`config.mk`:
```
export PLATFORM = sky130hd
export DESIGN_NAME = pmu_event_shaper
export DESIGN_NICKNAME = d
export VERILOG_FILES = /design/src/rtl/pmu_pkg.sv /design/src/rtl/pmu_event_lane.sv /design/src/rtl/pmu_event_shaper.sv
export SDC_FILE = /design/constraint.sdc
export NUM_CORES = 1
export LEC_CHECK = 0
export BUFFER_PORTS_ARGS = -buffer_cell sky130_fd_sc_hd__clkbuf_2
export CORE_UTILIZATION = 44
export DETAILED_ROUTE_END_ITERATION = 16
export PLACE_DENSITY_LB_ADDON = 0.12
export SYNTH_ARGS = -nofsm -noshare
export SYNTH_HDL_FRONTEND = slang
export SYNTH_HIERARCHICAL = 1
export SYNTH_SLANG_ARGS = --single-unit
export TNS_END_PERCENT = 100
```
`constraint.sdc`:
```
create_clock -name counter_clk -period 4 [get_ports counter_clk]
set_input_delay 0.8 -clock counter_clk [delete_from_list [all_inputs] [get_ports counter_clk]]
set_output_delay 0.8 -clock counter_clk [all_outputs]
set_load 0.05 [all_outputs]
```
`src/rtl/pmu_pkg.sv`:
```
// Shared PMU constants and types. The event shaper and noc_pmu both use these,
// so they must agree on lane count and field widths.
package pmu_pkg;

    localparam int PMU_EVENT_COUNT = 23;
    localparam int PMU_INC_WIDTH   = 2;
    localparam int PMU_PEND_WIDTH  = 4;

    typedef logic [PMU_INC_WIDTH-1:0]  pmu_inc_t;
    typedef logic [PMU_PEND_WIDTH-1:0] pmu_pend_t;

endpackage

```
`src/rtl/pmu_event_lane.sv`:
```
// One event lane: buffers multi-bit increments in a saturating pending counter
// and emits at most one registered pulse per cycle.
module pmu_event_lane
    import pmu_pkg::*;
#(
    parameter int INC_WIDTH  = PMU_INC_WIDTH,
    parameter int PEND_WIDTH = PMU_PEND_WIDTH
) (
    input  logic                 counter_clk,
    input  logic                 rst,
    input  logic                 enable_i,
    input  logic                 clear_i,
    input  logic [INC_WIDTH-1:0] inc_i,
    input  logic                 edge_mode_i,
    output logic                 pulse_o,
    output logic                 overflow_o,
    output logic                 pend_nz_o
);

    localparam int SUM_W = PEND_WIDTH + 1;
    localparam logic [SUM_W-1:0] PEND_MAX = {1'b0, {PEND_WIDTH{1'b1}}};

    logic [PEND_WIDTH-1:0] pend_q, pend_d;
    logic                  prev_q, prev_d;
    logic                  ovf_q, ovf_d;
    logic                  pulse_q, pulse_d;

    logic                  active;
    logic                  fire;
    logic [SUM_W-1:0]      eff;
    logic [SUM_W-1:0]      sum;
    logic [SUM_W-1:0]      rem;

    always_comb begin
        active = |inc_i;
        eff    = '0;
        if (enable_i) begin
            eff = edge_mode_i ? SUM_W'(active && !prev_q) : SUM_W'(inc_i);
        end
        // One extra bit of headroom so saturation clamps instead of wrapping.
        sum  = {1'b0, pend_q} + eff;
        fire = |sum;
        rem  = sum - SUM_W'(fire);

        pend_d  = pend_q;
        prev_d  = active;
        ovf_d   = ovf_q;
        pulse_d = fire;
        if (clear_i) begin
            pend_d  = '0;
            prev_d  = 1'b0;
            ovf_d   = 1'b0;
            pulse_d = 1'b0;
        end else if (rem > PEND_MAX) begin
            pend_d = PEND_MAX[PEND_WIDTH-1:0];
            ovf_d  = 1'b1;
        end else begin
            pend_d = rem[PEND_WIDTH-1:0];
        end
    end

    always_ff @(posedge counter_clk or negedge rst) begin
        if (!rst) begin
            pend_q  <= '0;
            prev_q  <= 1'b0;
            ovf_q   <= 1'b0;
            pulse_q <= 1'b0;
        end else begin
            pend_q  <= pend_d;
            prev_q  <= prev_d;
            ovf_q   <= ovf_d;
            pulse_q <= pulse_d;
        end
    end

    assign pulse_o    = pulse_q;
    assign overflow_o = ovf_q;
    assign pend_nz_o  = |pend_q;

endmodule

```
`src/rtl/pmu_event_shaper.sv`:
```
// Per-tile PMU event shaper: turns multi-bit per-cycle event increments into
// 1-bit count pulses, one independent lane per event.
module pmu_event_shaper
    import pmu_pkg::*;
#(
    parameter int EVENT_SIGNAL_COUNT = PMU_EVENT_COUNT,
    parameter int INC_WIDTH          = PMU_INC_WIDTH,
    parameter int PEND_WIDTH         = PMU_PEND_WIDTH
) (
    input  logic                                         counter_clk,
    input  logic                                         rst,
    input  logic                                         enable_i,
    input  logic                                         clear_i,
    input  logic [EVENT_SIGNAL_COUNT-1:0][INC_WIDTH-1:0] event_inc_i,
    input  logic [EVENT_SIGNAL_COUNT-1:0]                edge_mode_i,
    output logic [EVENT_SIGNAL_COUNT-1:0]                pmu_sig_o,
    output logic [EVENT_SIGNAL_COUNT-1:0]                overflow_o,
    output logic                                         busy_o
);

    logic [EVENT_SIGNAL_COUNT-1:0] pend_nz;

    for (genvar g = 0; g < EVENT_SIGNAL_COUNT; g++) begin : g_lane
        pmu_event_lane #(
            .INC_WIDTH  (INC_WIDTH),
            .PEND_WIDTH (PEND_WIDTH)
        ) u_lane (
            .counter_clk (counter_clk),
            .rst         (rst),
            .enable_i    (enable_i),
            .clear_i     (clear_i),
            .inc_i       (event_inc_i[g]),
            .edge_mode_i (edge_mode_i[g]),
            .pulse_o     (pmu_sig_o[g]),
            .overflow_o  (overflow_o[g]),
            .pend_nz_o   (pend_nz[g])
        );
    end

    // Pending registers only, so busy_o has no combinational input path.
    assign busy_o = |pend_nz;

endmodule

```
==> summary.txt, run 1 <==
Outcome = finished clean
Antenna cells = 0
Mapped Area = 0.0115 mm^2
Mapped Cells = 1,342
Pin count of the biggest net entering global routing = 84
Slew @ Worst Pin = 0.712 ns
Final worst path period need = 3.60 ns
Clk slew on worst S/H paths = 0.07 ns
Lkg Pwr = 6.21 nW
First-pass DRT Iterations = 5
Number of core rows = 58
H-Tree Depth = 4
#FFs+latches synth = 161
Initial antenna violation count = 0
Initial drt markers = 482
Register area = 0.00403 mm^2
Worst hold margin = 0.386 ns
CTS tree = built
Fill cells = 2,446
Hpwl dp = 18.3 mm
Die X = 164 um
CP arrival = 2.80 ns
Post-synthesis sequential area ratio = 35.1%
Final setup TNS = 0 ns
Vias = 9,879
Critical Path End Type = output port
Num CTS Buffers = 17
CP startpoint kind = flip-flop
Starting density of the core = 45.2%
GPL Wtd Cong = 0.852
Max-cap violations = 0
Worst-skew pair later-pin latency = 0.43 ns
PortBufs = 119
Area of the multi-input gates = 0.00676 mm^2
Routed Antenna Nets = 0
Commonest non-fill, non-tap cells in the layout = 161 x dfrtp_1, 138 x nand2_1, 138 x inv_1, 138 x nor2_1, 117 x clkbuf_2
Clk_skew = 0.0126 ns
CP Data Required Time = 3.20 ns
Yosys cell types = 29
Buffer count from post-CTS setup fixing = 0
Cell Chain, Critical Path = or4_1 > nor4_1 > buf_4 > and4_1 > nand3_1 > clkbuf_2
Critical path buffer and inverter count = 2
Hold WC Path Type = in -> async
Die area = 0.0267 mm^2
Clock Tree Buf Depth = 2
Syn. warnings = 6
Power Density = 796 mW/mm^2
Mean Syn Cell Area = 8.56 um^2
Nets@finish = 1,678
Top Ports = 120
CTS hold repair buffers = 0
Post-synth EDFFs = 0
Setup Viol. Count Final = 0
Layout area overhead = 14.9%
Commonest non-fill, non-tap cell in the layout = dfrtp_1
Final WL = 25.1 mm
Clock root cell = clkbuf_16
Post-route DRC violation count = 0
Kind of cell adding the most delay to the critical path = simple AND/OR/NAND/NOR gates
Slowest stage delay, CP = 0.60 ns
Grt ovf = 0
Worst Slack Setup Final = 0.396 ns
FFs w/ async S/R, synth = 100%
Final Hold Viols = 0
Clock sinks = 161
CP max FO = 12
Fmax = 278 MHz
Vias in the first global route = 9,164
CORE AREA = 0.0254 mm^2
VDD IR max = 494 uV
Global-route wire length before repair = 42.6 mm
Syn Nets = 1,530
Post-DR vias/cell = 5.39
Worst slack at placement = 0.0234 ns
Unrepaired setup endpoints after global routing = no
Max-slew headroom = 52.5%
Final period utilization = 90.1%
Tot GR Track Use = 19.4%
CP max stage cell = or4_1
Top FF cell, synth = dfrtp_1
CTS resizes = 0
Max-slew violations = 0
Die Height = 164 um
Crit Path Category = reg -> out
Ratio of cells with drive above 1 in the final layout = 15.6%
Per-cell routed wire length = 13.7 um
[sequential cells by signal, indices dropped and copies added (netlist names)]
| register | flops |
|---|---|
| g_lane.u_lane/overflow_o | 23 |
| g_lane.u_lane/prev_q | 23 |
| g_lane.u_lane/pulse_o | 23 |
| g_lane.u_lane/pend_q | 92 |
[kinds of logic after synthesis]
kind of cell | synth area share [%]
and+or+nand+nor | 25.7
AOI/OAI and AO/OA | 19.1
buffers and inverters | 6.01
DFF | 35.1
adders and majority gates | 14.0
[cells in the mapped netlist, drive strengths merged (24+ instances only)]
library cell | number | area, um^2
a21oi | 115 | 576
nor2b | 46 | 288
or2 | 46 | 288
nand2 | 138 | 518
nor2 | 138 | 518
nand3 | 24 | 120
inv | 138 | 518
dfrtp | 161 | 4030
ha | 92 | 1150
nand2b | 69 | 432
nor3 | 24 | 120
[final cells by class]
type	instances	share of cell area, %
timing repair buffer	152	6.68
inverter	138	3.93
tap	330	3.13
multi-input combinational	1020	51.3
clock inverter	13	1.15
clock buffer	19	3.28
sequential	161	30.5
[through the flow]
stage | power, mW | std cells | area (um^2) | util, %
2_1_floorplan | 7.60 | 1342 | 11500 | -
6_report | 10.5 | 1833 | 13200 | 51.9
5_1_grt | 11.5 | 1833 | 13200 | 51.9
3_5_place_dp | 8.86 | 1801 | 12600 | 49.6
4_1_cts | 10.6 | 1833 | 13200 | 51.9
3_3_place_gp | 8.78 | 1801 | 12600 | 49.6
[per-layer routing]
| metal | up-vias | track usage [%] | part of all wire [%] |
|---|---|---|---|
| li1 | 5070 | - | - |
| met1 | 4638 | 26.7 | 50 |
| met2 | 157 | 31.7 | 45 |
| met3 | 14 | 3.25 | 3.0 |
| met4 | 0 | 4.71 | 1.1 |
| met5 | - | 0 | 0 |
[path summary, 6_finish.rpt]
path / startpoint / to / slack [ns] / depth (start not counted)
worst max register to register: g_lane[18].u_lane/prev_q / g_lane[18].u_lane/pend_q[3] / 0.76 / 14
min in group counter_clk: g_lane[15].u_lane/overflow_o / g_lane[15].u_lane/overflow_o / 0.51 / 2
max in group asynchronous: rst / g_lane[13].u_lane/pulse_o / 2.73 / 2
worst min-delay path: rst / g_lane[14].u_lane/pend_q[2] / 0.39 / 1
worst max-delay path: g_lane[1].u_lane/pend_q[2] / busy_o / 0.40 / 6
worst min register to register: g_lane[15].u_lane/overflow_o / g_lane[15].u_lane/overflow_o / 0.51 / 2
[where the power goes]
group | internal [mW] | switching, mW | leakage, nW | total, mW
sequential | 2.26 | 0.775 | 2.05 | 3.04
combinational | 2.40 | 3.39 | 3.89 | 5.79
clock | 0.933 | 0.733 | 0.272 | 1.67
total | 5.60 | 4.89 | 6.21 | 10.5
(Power assumes the default switching activity.)
==> run 2, diff against run 1 <==
--- a/config.mk
+++ b/config.mk
@@ -9,6 +9,7 @@
 export CORE_UTILIZATION = 44
 export DETAILED_ROUTE_END_ITERATION = 16
 export PLACE_DENSITY_LB_ADDON = 0.12
+export REMOVE_ABC_BUFFERS = 1
 export SYNTH_ARGS = -nofsm -noshare
 export SYNTH_HDL_FRONTEND = slang
 export SYNTH_HIERARCHICAL = 1
==> summary.txt, run 2 (same netlist as run 1, synthesis figures left out) <==
CP Depth = 15 (was 6)
Clk slew on worst S/H paths = 0.07 ns (about the same)
Reg2Reg Depth = 14 (unchanged)
Slowest stage delay, CP = 0.38 ns (was 0.60 ns)
H-Tree Depth = 4 (unchanged)
Dpl cells = 1,798 (was 1,801)
Starting density of the core = 45.2% (unchanged)
Fmax = 283 MHz (was 278 MHz)
Clk_skew = 0.00994 ns (was 0.0126 ns)
Routed wl met3 = 613 um (was 762 um)
CP startpoint kind = input pin (was flip-flop)
Layout area overhead = 15.0% (was 14.9%)
First-pass DRT Iterations = 5 (unchanged)
Critical Path End Type = flip-flop (was output port)
CTS hold repair buffers = 0 (unchanged)
Total power = 10.5 mW (about the same)
GPL Wtd Cong = 0.826 (was 0.852)
Routed Antenna Nets = 0 (unchanged)
Ratio of cells with drive above 1 in the final layout = 15.6% (about the same)
Commonest non-fill, non-tap cells in the layout = 161 x dfrtp_1, 138 x nand2_1, 138 x inv_1, 138 x nor2_1, 117 x clkbuf_2 (unchanged)
Final instance count without filler cells = 1,830 (was 1,833)
Post-DR vias/cell = 5.40 (was 5.39)
Buffer count from post-CTS setup fixing = 0 (unchanged)
Setup Viol. Count Final = 0 (unchanged)
Critical path buffer and inverter count = 3 (was 2)
Final period utilization = 88.3% (was 90.1%)
Post-route DRC violation count = 0 (unchanged)
Worst Slack Setup Final = 0.469 ns (was 0.396 ns)
Cell Chain, Critical Path = clkbuf_2 > buf_12 > nand2_1 > nor2_1 > ha_1 > inv_1 > fa_1 > nand2b_1 > o21ai_0 > nand4_1 > ha_1 > ha_1 > a31o_1 > a211o_1 > a211oi_1 (was or4_1 > nor4_1 > buf_4 > and4_1 > nand3_1 > clkbuf_2)
Initial drt markers = 530 (was 482)
Pin count of the biggest net entering global routing = 108 (was 84)
Die X = 164 um (unchanged)
Die Height = 164 um (unchanged)
Worst slack at placement = 0.0314 ns (was 0.0234 ns)
CP Data Required Time = 4.32 ns (was 3.20 ns)
Detailed-routing wirelength on met1 = 12.6 mm (about the same)
Power Density = 797 mW/mm^2 (was 796 mW/mm^2)
Top Ports = 120 (unchanged)
Clock sinks = 161 (unchanged)
CP max stage cell = fa_1 (was or4_1)
CTS resizes = 0 (unchanged)
Commonest non-fill, non-tap cell in the layout = dfrtp_1 (unchanged)
Global-route wire length before repair = 42.6 mm (about the same)
Nets@finish = 1,675 (was 1,678)
Outcome = finished clean (unchanged)
VDD IR max = 395 uV (was 494 uV)
Hold WC Path Type = in -> async (unchanged)
Final setup TNS = 0 ns (unchanged)
Final worst path period need = 3.53 ns (was 3.60 ns)
Crit Path Category = in -> reg (was reg -> out)
Tot GR Track Use = 19.4% (about the same)
Num CTS Buffers = 17 (unchanged)
Unrepaired setup endpoints after global routing = no (unchanged)
CP max FO = 16 (was 12)
Largest Register = g_lane.u_lane/pend_q (unchanged)
Grt ovf = 0 (unchanged)
Lkg Pwr = 6.22 nW (was 6.21 nW)
Kind of cell adding the most delay to the critical path = adder cells (was simple AND/OR/NAND/NOR gates)
PortBufs = 119 (unchanged)
CTS tree = built (unchanged)
Initial antenna violation count = 0 (unchanged)
Worst-skew pair later-pin latency = 0.42 ns (was 0.43 ns)
Worst hold margin = 0.345 ns (was 0.386 ns)
Slew @ Worst Pin = 0.867 ns (was 0.712 ns)
CORE AREA = 0.0254 mm^2 (unchanged)
Max reg flops = 92 (unchanged)
Max-slew headroom = 42.2% (was 52.5%)
Per-cell routed wire length = 13.8 um (was 13.7 um)
Clock Tree Buf Depth = 2 (unchanged)
Clock root cell = clkbuf_16 (unchanged)
Vias in the first global route = 9,240 (was 9,164)
CP arrival = 3.85 ns (was 2.80 ns)
Vias = 9,890 (was 9,879)
Hpwl dp = 18.2 mm (was 18.3 mm)
Uppermost layer routed = met4 (unchanged)
Number of core rows = 58 (unchanged)
Met2 wire len = 11.7 mm (was 11.4 mm)
Final WL = 25.2 mm (was 25.1 mm)
Final Hold Viols = 0 (unchanged)
Max-cap violations = 0 (unchanged)
Die area = 0.0267 mm^2 (unchanged)
Antenna cells = 0 (unchanged)
Most used cell, CP = ha_1
Max-slew violations = 0 (unchanged)
-- run 2: changes by cell type in the layout (fill, tap and decap cells not counted), sizes merged --
cell | before | now
buf | 35 | 32
inv | 143 | 140
clkinv | 2 | 4
clkbuf | 136 | 137
-- run 2: path summary, 6_finish.rpt --
kind,from,to,slack [ns]
hold / removal,rst,g_lane[14].u_lane/pend_q[2],0.34
max in group asynchronous,rst,g_lane[13].u_lane/pend_q[0],2.77
hold reg to reg,g_lane[6].u_lane/overflow_o,g_lane[6].u_lane/overflow_o,0.51
setup reg to reg,g_lane[10].u_lane/prev_q,g_lane[10].u_lane/pend_q[3],0.77
min in group counter_clk,g_lane[6].u_lane/overflow_o,g_lane[6].u_lane/overflow_o,0.51
setup / recovery,enable_i,g_lane[10].u_lane/pend_q[3],0.47
-- run 2: routing by layer --
layer	up-vias	GRT usage, %
li1	5058	-
met1	4691	26.5
met2	124	32.3
met3	17	2.51
met4	0	5.22
met5	-	0
-- run 2: metrics by stage --
| step | instance area [um^2] | util [%] |
|---|---|---|
| floorplan | 11300 | - |
| global placement | 12600 | 49.6 |
| detailed placement | 12600 | 49.6 |
| CTS | 13200 | 52.0 |
| global route | 13200 | 52.0 |
| finish | 13200 | 52.0 |
-- run 2: layout make-up --
type | instances | area, um^2
fillers | 2448 | 12200
multi-input cells | 1020 | 6760
flip-flops and latches | 161 | 4030
repair buffers | 149 | 883
inverters | 138 | 518
clock buffers | 20 | 467
well taps | 330 | 413
clock inverters | 12 | 131
-- run 2: power by group --
| part | total [mW] | leakage (nW) | internal (mW) | switching [mW] |
|---|---|---|---|---|
| logic | 5.80 | 3.89 | 2.41 | 3.39 |
| registers | 3.05 | 2.05 | 2.26 | 0.785 |
| clock network | 1.68 | 0.285 | 0.972 | 0.707 |
| total | 10.5 | 6.22 | 5.64 | 4.88 |
==> run 3, diff against run 2 <==
--- a/config.mk
+++ b/config.mk
@@ -6,9 +6,11 @@
 export NUM_CORES = 1
 export LEC_CHECK = 0
 export BUFFER_PORTS_ARGS = -buffer_cell sky130_fd_sc_hd__clkbuf_2
+export CORE_ASPECT_RATIO = 0.5
 export CORE_UTILIZATION = 44
 export DETAILED_ROUTE_END_ITERATION = 16
 export PLACE_DENSITY_LB_ADDON = 0.12
+export RECOVER_POWER = 100
 export REMOVE_ABC_BUFFERS = 1
 export SYNTH_ARGS = -nofsm -noshare
 export SYNTH_HDL_FRONTEND = slang
==> summary.txt, run 3 (same netlist as run 1, synthesis figures left out) <==
Commonest non-fill, non-tap cell in the layout = dfrtp_1 (unchanged)
Die area = 0.0268 mm^2 (was 0.0267 mm^2)
CTS hold repair buffers = 0 (unchanged)
Final worst path period need = 3.69 ns (was 3.53 ns)
Post-route DRC violation count = 0 (unchanged)
Nets@finish = 1,675 (unchanged)
Hold WC Path Type = reg -> reg (was in -> async)
Hold_sp = g_lane[18].u_lane/overflow_o
Max-cap violations = 2 (was 0)
Reg2reg start = g_lane[1].u_lane/prev_q (was g_lane[10].u_lane/prev_q)
Vias in the first global route = 9,505 (was 9,240)
Reg-to-reg slack, setup = 0.65 ns (was 0.77 ns)
Buffer count from post-CTS setup fixing = 0 (unchanged)
Reg-to-reg endpoint = g_lane[1].u_lane/pend_q[3] (was g_lane[10].u_lane/pend_q[3])
Hpwl dp = 19.0 mm (was 18.2 mm)
Critical Path End Type = output port (was flip-flop)
CTS resizes = 0 (unchanged)
Clock root cell = clkbuf_16 (unchanged)
VDD IR max = 414 uV (was 395 uV)
CP Data Required Time = 3.20 ns (was 4.32 ns)
Fill cells = 2,403 (was 2,448)
Pin count of the biggest net entering global routing = 111 (was 108)
Register area = 0.00403 mm^2 (unchanged)
First-pass DRT Iterations = 6 (was 5)
Initial antenna violation count = 0 (unchanged)
Max-slew headroom = -70.3% (was 42.2%)
Power Density = 808 mW/mm^2 (was 797 mW/mm^2)
Top Ports = 120 (unchanged)
Clk slew on worst S/H paths = 0.07 ns (about the same)
Setup Viol. Count Final = 0 (unchanged)
Antenna cells = 0 (unchanged)
Die X = 230 um (was 164 um)
Hold Path Depth = 2
Failing checks = capacitance limit, slew limit
CP arrival = 2.89 ns (was 3.85 ns)
Num CTS Buffers = 17 (unchanged)
Max reg flops = 92 (unchanged)
Global-route wire length before repair = 43.7 mm (was 42.6 mm)
GPL Wtd Cong = 0.883 (was 0.826)
CORE AREA = 0.0254 mm^2 (about the same)
H-Tree Depth = 4 (unchanged)
CTS tree = built (unchanged)
Reg2Reg Depth = 14 (unchanged)
Per-cell routed wire length = 14.2 um (was 13.8 um)
Clk_skew = 0.00848 ns (was 0.00994 ns)
Slew @ Worst Pin = 2.55 ns (was 0.867 ns)
Design Area, Final = 0.0132 mm^2 (about the same)
Lkg Pwr = 6.08 nW (was 6.22 nW)
Worst-skew pair later-pin latency = 0.45 ns (was 0.42 ns)
Routed Antenna Nets = 0 (unchanged)
Die Height = 116 um (was 164 um)
Final WL = 26.2 mm (was 25.2 mm)
Final Hold Viols = 0 (unchanged)
Clock Tree Buf Depth = 2 (unchanged)
Final period utilization = 92.3% (was 88.3%)
Endpoint, Worst Hold = g_lane[18].u_lane/overflow_o
Post-DR vias/cell = 5.46 (was 5.40)
Starting density of the core = 45.2% (about the same)
Vias = 10,100 (was 9,890)
CP max FO = 12 (was 16)
Max-slew violations = 94 (was 0)
Crit Path Category = reg -> out (was in -> reg)
Outcome = complete, but fails checks (was finished clean)
Tot GR Track Use = 20.2% (was 19.4%)
Clock sinks = 161 (unchanged)
Area of the multi-input gates = 0.00676 mm^2 (unchanged)
Layout area overhead = 14.8% (was 15.0%)
Largest Register = g_lane.u_lane/pend_q (unchanged)
Worst hold margin = 0.511 ns (was 0.345 ns)
Grt ovf = 0 (unchanged)
Commonest non-fill, non-tap cells in the layout = 161 x dfrtp_1, 138 x nand2_1, 138 x inv_1, 138 x nor2_1, 115 x a21oi_1 (was 161 x dfrtp_1, 138 x nand2_1, 138 x inv_1, 138 x nor2_1, 117 x clkbuf_2)
PortBufs = 119 (unchanged)
Unrepaired setup endpoints after global routing = no (unchanged)
Initial drt markers = 527 (was 530)
CP startpoint kind = flip-flop (was input pin)
Post-place instance area = 0.0126 mm^2 (about the same)
Fmax = 271 MHz (was 283 MHz)
Ratio of cells with drive above 1 in the final layout = 12.3% (was 15.6%)
Number of core rows = 41 (was 58)
run 3: cell type report:
type                            instances  share of cell area (%)
Timing Repair Buffer                  149                    6.10
Tap cell                              344                    3.26
Multi-Input combinational cell       1020                    51.3
Clock inverter                         14                    1.61
Inverter                              138                    3.93
Clock buffer                           18                    3.25
Sequential cell                       161                    30.6
run 3: worst max-delay path, cell delays in order (launching register included):
cell	delay [ns]
dfrtp_1	0.50
or4_1	0.58
nor4_1	0.63
and4_1	0.36
nand3_1	0.08
clkbuf_2	0.28
run 3: how the worst max path moves through the flow:
stage                                     start  cells past startpoint                          end
floorplan                       edge_mode_i[15]                     14  g_lane[15].u_lane/pend_q[3]
global placement                       enable_i                     15  g_lane[10].u_lane/pend_q[3]
detailed placement                     enable_i                     15  g_lane[10].u_lane/pend_q[3]
CTS                 g_lane[18].u_lane/pend_q[2]                      5                       busy_o
global route                           enable_i                     15  g_lane[10].u_lane/pend_q[3]
finish              g_lane[18].u_lane/pend_q[2]                      5                       busy_o
run 3: through the flow:
| step | total power, mW | cells | utilization (%) | setup TNS [ns] | worst slack (ns) |
|---|---|---|---|---|---|
| floorplan | 7.44 | 1319 | - | 0 | 0.643 |
| global placement | 8.70 | 1812 | 49.7 | 0 | 0.0171 |
| detailed placement | 8.89 | 1812 | 49.7 | -0.0358 | -0.0358 |
| CTS | 10.8 | 1844 | 52.2 | 0 | 0.331 |
| global route | 11.6 | 1844 | 51.9 | 0 | 0.147 |
| finish | 10.7 | 1844 | 51.9 | 0 | 0.309 |
run 3: report_power, final:
| group | internal, mW | switching [mW] |
|---|---|---|
| clock network | 1.10 | 0.711 |
| registers | 2.27 | 0.780 |
| logic | 2.36 | 3.43 |
| total | 5.73 | 4.92 |
run 3: routing by layer:
layer / global-route usage (%) / vias up / part of all wire (%) / routed length (um)
met5: 0 / - / 0 / 0
met4: 7.11 / 0 / 1.7 / 437
met3: 3.91 / 30 / 2.8 / 739
met1: 24.5 / 4821 / 46 / 12100
met2: 36.2 / 150 / 49 / 12900
li1: - / 5074 / - / -
